--- src/rtl/mac_result_streamer_if.sv ---
// AXI4-Stream channel carrying signed result elements out of the MAC read-out path.
interface mac_result_streamer_if #(
  parameter int OUT_W = 16
);
  logic signed [OUT_W-1:0] tdata;
  logic                    tvalid;
  logic                    tready;
  logic                    tlast;

  modport master (output tdata, tvalid, tlast, input tready);
  modport slave  (input tdata, tvalid, tlast, output tready);
endinterface

--- src/rtl/mac_result_streamer.sv ---
// Snapshots the NxN MAC accumulator matrix and streams it row-major as AXI4-Stream, TLAST on the last element.
// Optional feature macro: RESULT_SAT_EN (signed saturation of each element to OUT_W; default is two's-complement wrap).
module mac_result_streamer #(
  parameter int N     = 4,
  parameter int ACC_W = 32,
  parameter int OUT_W = 16
) (
  input  logic                    clk,
  input  logic                    rst_n,
  input  logic                    start,
  input  logic signed [ACC_W-1:0] acc [N][N],
  output logic                    snap,
  output logic                    busy,
  output logic                    done,
  mac_result_streamer_if.master   m_axis
);

  localparam int NUM_EL = N * N;
  localparam int IDX_W  = $clog2(NUM_EL);
  localparam logic [IDX_W-1:0] LAST_IDX = IDX_W'(NUM_EL - 1);

`ifdef RESULT_SAT_EN
  localparam logic signed [ACC_W-1:0] SAT_MAX = {{(ACC_W-OUT_W+1){1'b0}}, {(OUT_W-1){1'b1}}};
  localparam logic signed [ACC_W-1:0] SAT_MIN = {{(ACC_W-OUT_W+1){1'b1}}, {(OUT_W-1){1'b0}}};

  function automatic logic signed [OUT_W-1:0] conv(input logic signed [ACC_W-1:0] v);
    if (v > SAT_MAX)      conv = SAT_MAX[OUT_W-1:0];
    else if (v < SAT_MIN) conv = SAT_MIN[OUT_W-1:0];
    else                  conv = v[OUT_W-1:0];
  endfunction
`else
  function automatic logic signed [OUT_W-1:0] conv(input logic signed [ACC_W-1:0] v);
    conv = v[OUT_W-1:0];
  endfunction
`endif

  typedef enum logic {IDLE, STREAM} state_t;

  state_t                  state_reg;
  logic [IDX_W-1:0]        idx_reg;
  logic [IDX_W-1:0]        idx_inc;
  logic signed [OUT_W-1:0] tdata_reg;
  logic                    tvalid_reg;
  logic                    tlast_reg;
  logic                    busy_reg;
  logic                    done_reg;
  logic                    snap_reg;
  logic signed [OUT_W-1:0] acc_conv     [NUM_EL];
  logic signed [OUT_W-1:0] snap_buf_reg [NUM_EL];

  // Conversion happens before capture so the buffer only holds OUT_W-wide elements.
  for (genvar gi = 0; gi < NUM_EL; gi++) begin : g_conv
    assign acc_conv[gi] = conv(acc[gi / N][gi % N]);
  end

  assign idx_inc = idx_reg + 1'b1;

  always_ff @(posedge clk or negedge rst_n) begin
    if (!rst_n) begin
      state_reg  <= IDLE;
      idx_reg    <= '0;
      tdata_reg  <= '0;
      tvalid_reg <= 1'b0;
      tlast_reg  <= 1'b0;
      busy_reg   <= 1'b0;
      done_reg   <= 1'b0;
      snap_reg   <= 1'b0;
      for (int k = 0; k < NUM_EL; k++) snap_buf_reg[k] <= '0;
    end else begin
      snap_reg <= 1'b0;
      done_reg <= 1'b0;
      case (state_reg)
        IDLE: begin
          if (start) begin
            for (int k = 0; k < NUM_EL; k++) snap_buf_reg[k] <= acc_conv[k];
            tdata_reg  <= acc_conv[0];
            tvalid_reg <= 1'b1;
            tlast_reg  <= 1'b0;
            idx_reg    <= '0;
            busy_reg   <= 1'b1;
            snap_reg   <= 1'b1;
            state_reg  <= STREAM;
          end
        end
        STREAM: begin
          // Outputs only move on a handshake, which keeps them stable through stalls.
          if (tvalid_reg && m_axis.tready) begin
            if (idx_reg == LAST_IDX) begin
              tvalid_reg <= 1'b0;
              tlast_reg  <= 1'b0;
              busy_reg   <= 1'b0;
              done_reg   <= 1'b1;
              state_reg  <= IDLE;
            end else begin
              idx_reg   <= idx_inc;
              tdata_reg <= snap_buf_reg[idx_inc];
              tlast_reg <= (idx_inc == LAST_IDX);
            end
          end
        end
        default: state_reg <= IDLE;
      endcase
    end
  end

  assign m_axis.tdata  = tdata_reg;
  assign m_axis.tvalid = tvalid_reg;
  assign m_axis.tlast  = tlast_reg;
  assign busy          = busy_reg;
  assign done          = done_reg;
  assign snap          = snap_reg;

endmodule

--- src/flat_wrapper.sv ---
// flat-port wrapper written by rule: the top's interface ports become plain ports
module mac_result_streamer_flat 
#(
  parameter int N     = 4,
  parameter int ACC_W = 32,
  parameter int OUT_W = 16
)
  (clk, rst_n, start, acc, snap, busy, done, m_axis_tdata, m_axis_tvalid, m_axis_tlast, m_axis_tready);
  mac_result_streamer_if #(.OUT_W(OUT_W)) m_axis_i ();
  input  logic clk;
  input  logic rst_n;
  input  logic start;
  input  logic signed [ACC_W-1:0] acc[N][N];
  output logic snap;
  output logic busy;
  output logic done;
  output wire logic [$bits(m_axis_i.tdata)-1:0] m_axis_tdata;
  output wire logic [$bits(m_axis_i.tvalid)-1:0] m_axis_tvalid;
  output wire logic [$bits(m_axis_i.tlast)-1:0] m_axis_tlast;
  input wire logic [$bits(m_axis_i.tready)-1:0] m_axis_tready;
  assign m_axis_tdata = m_axis_i.tdata;
  assign m_axis_tvalid = m_axis_i.tvalid;
  assign m_axis_tlast = m_axis_i.tlast;
  assign m_axis_i.tready = m_axis_tready;
  mac_result_streamer #(.N(N), .ACC_W(ACC_W), .OUT_W(OUT_W)) u_core (.clk(clk), .rst_n(rst_n), .start(start), .acc(acc), .snap(snap), .busy(busy), .done(done), .m_axis(m_axis_i));
endmodule
--- config.mk ---
export PLATFORM = sky130hd
export DESIGN_NAME = mac_result_streamer_flat
export DESIGN_NICKNAME = d
export VERILOG_FILES = /design/src/rtl/mac_result_streamer_if.sv /design/src/rtl/mac_result_streamer.sv /design/src/flat_wrapper.sv
export SDC_FILE = /design/constraint.sdc
export NUM_CORES = 1
export LEC_CHECK = 0
export CORE_AREA = 2 2 207 209
export CTS_BUF_LIST = sky130_fd_sc_hd__clkbuf_4 sky130_fd_sc_hd__clkbuf_8 sky130_fd_sc_hd__clkbuf_16
export CTS_CLUSTER_DIAMETER = 30
export DETAILED_ROUTE_END_ITERATION = 8
export DIE_AREA = 0 0 209 211
export PLACE_DENSITY = 0.65
export SYNTH_ARGS = -nofsm -noshare
export SYNTH_HDL_FRONTEND = slang
export SYNTH_SLANG_ARGS = --single-unit
--- constraint.sdc ---
create_clock -name clk -period 2.1 [get_ports clk]
set_input_delay 0.315 -clock clk [delete_from_list [all_inputs] [get_ports clk]]
set_output_delay 0.315 -clock clk [all_outputs]
set_load 0.05 [all_outputs]
-- Word-level counts from Yosys, hierarchy flattened
Index checks and enable logic that the tools add are counted.
- input port bits: 516
- register bits: 281
- word-level logic and storage cells: 65
- output and inout bits: 21
- reductions and logical operators: 5
- eq/ne operators: 6
- bitwise logic cells: 2
- muxes and demuxes: 27
- order comparisons: 1
- add/sub/neg operators: 1
- operators with widths (operator ; count):
    two-way mux 16 bit ; 5
    binary-select mux 16 bit (select 4 bit) ; 1
    one-hot mux 16 bit (2 select lines) ; 1
    two-way mux 1 bit ; 13
    two-way mux 4 bit ; 3
    equality test 4 bit (second input constant) ; 2
    != test 2 bit (second input constant) ; 4
    one-hot mux 4 bit (2 select lines) ; 1
    one-hot mux 1 bit (2 select lines) ; 3
    AND reduction 3 bit ; 2
    >= comparator 5 bit (second input constant) ; 1
    NOT 4 -> 5 bit ; 1
    adder 4 x 1 -> 4 bit (second input constant) ; 1
    AND reduction 2 bit ; 2
    logical AND 1 bit ; 1
    NOT 1 bit ; 1

-- Longest topological paths before layout
- depth in word-level cells: 8
- depth in mapped cells: 9
- mapped depth without buffers: 6

-- Worst setup path after synthesis
Ideal clock, no wire load.
- path type: register -> register
- start point: register u_core.idx_reg[0]
- end point: register u_core.tdata_reg[14], in the netlist u_core.m_axis.tdata[14]
- path buffers: 3
- stages on the path, launching flop included: 10
- period minus slack after synthesis: 2.305 ns
- path slack: -0.205 ns
- required time: 1.976 ns
- arrival time: 2.181 ns
- library setup time: 0.124 ns
- cells stage by stage: dfrtp_1 > buf_2 > inv_1 > ha_1 > buf_2 > clkbuf_1 > mux4_2 > mux2_2 > o22ai_1 > a21oi_1
- word-level cells in the longest chain between the ends: 8
- elaborated cells on any way between the ends: 11
- classes of those cells: 1 x add/sub; 2 x eq/ne; 6 x mux; 1 x bitwise; 1 x reduce/logical
- RTL lines (item ; line ; RTL):
    from (decl) ; mac_result_streamer.sv:40 ; logic [IDX_W-1:0] idx_reg;
    from (signal assigned) ; mac_result_streamer.sv:95 ; idx_reg <= idx_inc;
    adder 4 x 1 -> 4 bit ; mac_result_streamer.sv:56 ; assign idx_inc = idx_reg + 1'b1;
    NOT 4 -> 5 bit (implied by the code) ; mac_result_streamer.sv:96 ; tdata_reg <= snap_buf_reg[idx_inc];
    binary-select mux 16 bit (select 4 bit) ; mac_result_streamer.sv:96 ;
    two-way mux 16 bit (implied by the code) (2 in a row) ; mac_result_streamer.sv:96 ;
    two-way mux 16 bit ; mac_result_streamer.sv:88 ; if (idx_reg == LAST_IDX) begin
    two-way mux 16 bit ; mac_result_streamer.sv:87 ; if (tvalid_reg && m_axis.tready) begin
    one-hot mux 16 bit (2 select lines) ; mac_result_streamer.sv:72 ; case (state_reg)
    to (signal assigned) ; mac_result_streamer.sv:76 ; tdata_reg <= acc_conv[0];
    to (signal assigned) ; mac_result_streamer.sv:96 ;
    to (decl) ; mac_result_streamer.sv:42 ; logic signed [OUT_W-1:0] tdata_reg;
Several ways; a longest one is shown, not always the timed one. The select of a mux whose other input is x is not followed.
A chain may end at the register's enable or synchronous reset.

-- Worst setup path in the final report
- start point: register u_core.idx_reg[1]
- end point: register u_core.tdata_reg[7], in the netlist u_core.m_axis.tdata[7]
Same word-level chain as after synthesis.

==> run metrics <==
worst setup slack after layout=-0.315 ns; clk_skew=0.0316 ns; synth warn=0; pwr dens=1610 nW/um^2; First DRT Iteration DRCs=673; Post-Syn Nets=1861; initial antenna violation count=10; fraction of layout instances using a drive strength above 1=18.4%; R2R Path Start=u_core.idx_reg[1]; Layout Utilization=46.9%; compound-cell area share of the yosys netlist=2.19%; Worst setup EP type=flop; number of synthesized register bits=281; root buf cell=clkbuf_16; total number of vias=10900; Post-Synth XOR/XNOR Area=0.285%; Initial Util=30.5%; grt total ovfl=0; Setup violations, final=16; drt via density=4.74; Placement Cell Area=16600 sq um; total CTS buffers=74; Hold WC Path Type=primary input to flop; total iterations of the first detailed-routing run=5; Slowest cell on crit path=dfrtp_1; core outline area=41800 sq um; CTS sink count=281; Mean Syn Cell Area=9.47 sq um; largest family of logic cells by synthesized area=simple AND/OR/NAND/NOR gates; CP max stage delay=0.43 ns; largest net degree at the start of global routing=99; asr flop ratio synth=100%; Syn Std Cell Area=12700 sq um; Final Hold Viols=0; sequential share of the synthesized area=55.3%; CTS max path bufs=3; Final Net Count=2208; VDD IR max=654 uV; number of flops mapped to enable cells by yosys=0; setup TNS=-3.08 ns; cell row count=75; Buf/Inv on CP=2; static leakage=9.38 nW; Die W=209 um; DP HPWL=31600 um; Die Span Y=211 um; violations in the final reports=setup timing; total track usage=20.5%; CP max FO=6; number of port buffers=280; Largest register FFs=256; Slew Viols, Final=0; outcome=finished, violations left; Gate Count Post-Synth=1343; top cell family by delay on the critical path=flip-flops; slew margin rel.=54.4%; CP cell instances=buf_4 > ha_4 > xor2_4 > buf_12 > mux4_2 > and2b_1 > a211oi_4 > nor4_2; synth-to-layout area growth=53.9%; multiplexer share of the synthesized area=11.8%; startpoint types=flop; post-synthesis simple-gate area fraction=27.1%; CTS tree=built; post-route ant nets=0; Fmax=414 MHz; Fillers=3834; Adder-Cell Fraction of Synth Area=0.197%; Tightest Pin Transition=0.678 ns; Worst Path Arrival=2.85 ns; Crit Path Class=flop to flop; Hold Crit Start=acc[36]; Die ar.=44100 sq um; Tmin final=2.42 ns; Routed WL=44300 um; cell area after layout=19600 sq um; drt drc=0; unrepaired setup endpoints after global routing=true; IO Count=537; routability-driven placement congestion ratio=0.860; worst slack at placement=-0.932 ns; DR WL/cell=19.3 um; library cells used by synthesis=30; H-tree depth=3; Max Cap Viol=0; clk slew on worst S/H paths=0.05 ns; first-pass GRT wire length=68100 um; Worst Setup SP=u_core.idx_reg[1]; Crit path required time=2.53 ns; Synth Flop Type=dfrtp_1; fin crit share=115%; Worst-Skew Late Latency=0.57 ns; number of global-route vias before repair=11600
==> cells by family (layout without fill, tap and decap cells) <==
logic type	after synthesis	count (layout)
and+or+nand+nor	863	863
muxes	66	66
DFF	281	281
other	0	7
adders and majority gates	2	2
AOI/OAI and AO/OA	40	40
buffers and inverters	89	495
xor gates and xnor gates	2	2
==> final timing paths <==
| kind | endpoint | slack (ns) | cells after the start |
|---|---|---|---|
| worst max-delay path | u_core.m_axis.tdata[7] | -0.32 | 8 |
| worst min-delay path | u_core.snap_buf_reg[20] | 0.27 | 3 |
| worst max register to register | u_core.m_axis.tdata[7] | -0.32 | 8 |
| worst min register to register | u_core.snap_buf_reg[207] | 0.47 | 2 |
| max in group asynchronous | u_core.snap_buf_reg[27] | 1.09 | 3 |
| min in group asynchronous | u_core.snap | 0.32 | 2 |
==> worst reg2reg max path: cells and delay by family (launching register included) <==
| kind | cells | cell delay (ns) |
|---|---|---|
| fa+ha+maj | 1 | 0.18 |
| buf+inv | 2 | 0.36 |
| compound gates | 1 | 0.42 |
| flops | 1 | 0.43 |
| xor+xnor | 1 | 0.23 |
| simple gates | 2 | 0.32 |
| mux | 1 | 0.35 |
==> synthesized netlist by cell type, types with 8 or more instances <==
library cell / instances / share of area [%]
buf_1: 10 / 0.30
buf_2: 13 / 0.51
nand2_1: 774 / 23
dfrtp_1: 281 / 55
nor2b_1: 20 / 0.98
nor4_2: 8 / 0.79
nor3_1: 15 / 0.59
mux4_2: 53 / 9.4
nor2_1: 19 / 0.56
and2b_1: 10 / 0.59
a211oi_1: 30 / 1.8
clkbuf_1: 55 / 1.6
mux4_1: 11 / 2.3
==> final cells by class <==
class / instances / area (sq um) / share of cell area (%)
repair buffers: 357 / 3730 / 19.1
flip-flops and latches: 281 / 7040 / 35.9
clock inverters: 39 / 472 / 2.41
diodes: 7 / 17.5 / 0.0894
multi-input cells: 973 / 5500 / 28.1
well taps: 539 / 674 / 3.44
clock buffers: 96 / 2130 / 10.9
inverters: 3 / 18.8 / 0.0958
==> power by group <==
part           switching, W  internal, W  total [W]
sequential          0.00123      0.00753    0.00876
clock               0.00351      0.00812     0.0116
combinational       0.00578      0.00534     0.0111
==> through the flow <==
step	hold WS [ns]	power (W)	cells
after floorplan	0.0194	0.0145	1343
after global placement	0.343	0.0185	2139
after detailed placement	0.346	0.0187	2139
after CTS	0.242	0.0316	2285
after global routing	0.266	0.0331	2294
final	0.270	0.0315	2295
==> cell usage in the layout, fill, tap and decap left out, types with 2 or more instances in the layout <==
cell type,instances
mux4_1,4
nor3_1,15
clkinv_2,14
nor4_1,5
inv_1,2
diode_2,7
nor2b_1,17
buf_6,8
nand3_1,6
nor2b_4,3
a211oi_1,9
clkbuf_8,13
and2b_1,9
clkdlybuf4s50_1,259
mux4_2,60
nor4_2,9
clkinvlp_4,7
a211oi_2,17
inv_6,5
dlygate4sd2_1,15
nor2_1,19
a211oi_4,4
dfrtp_1,280
buf_8,4
o21ai_0,7
bufinv_16,8
nand2_1,774
buf_4,44
ha_4,2
clkbuf_4,7
clkinv_4,4
buf_12,26
clkbuf_16,76
==> what timing repair did <==
item                                    in CTS  in global routing
hold endpoints to repair                    57                  0
setup buffers                               10                  6
pin swaps                                   21                 15
cloned                                       1                  0
hold buffers                                 1                  0
resized for setup                           67                 13
endpoints found under the setup margin      31                 16
==> per-layer routing <==
layer / vias up / routed length (um) / global-route usage, %
met4: 2 / 2980 / 14.5
met3: 118 / 2710 / 4.71
met2: 400 / 19800 / 30.6
met5: - / 14 / 0
li1: 5056 / - / -
met1: 5302 / 18800 / 26.4
Power figures use the tool's default switching activity.
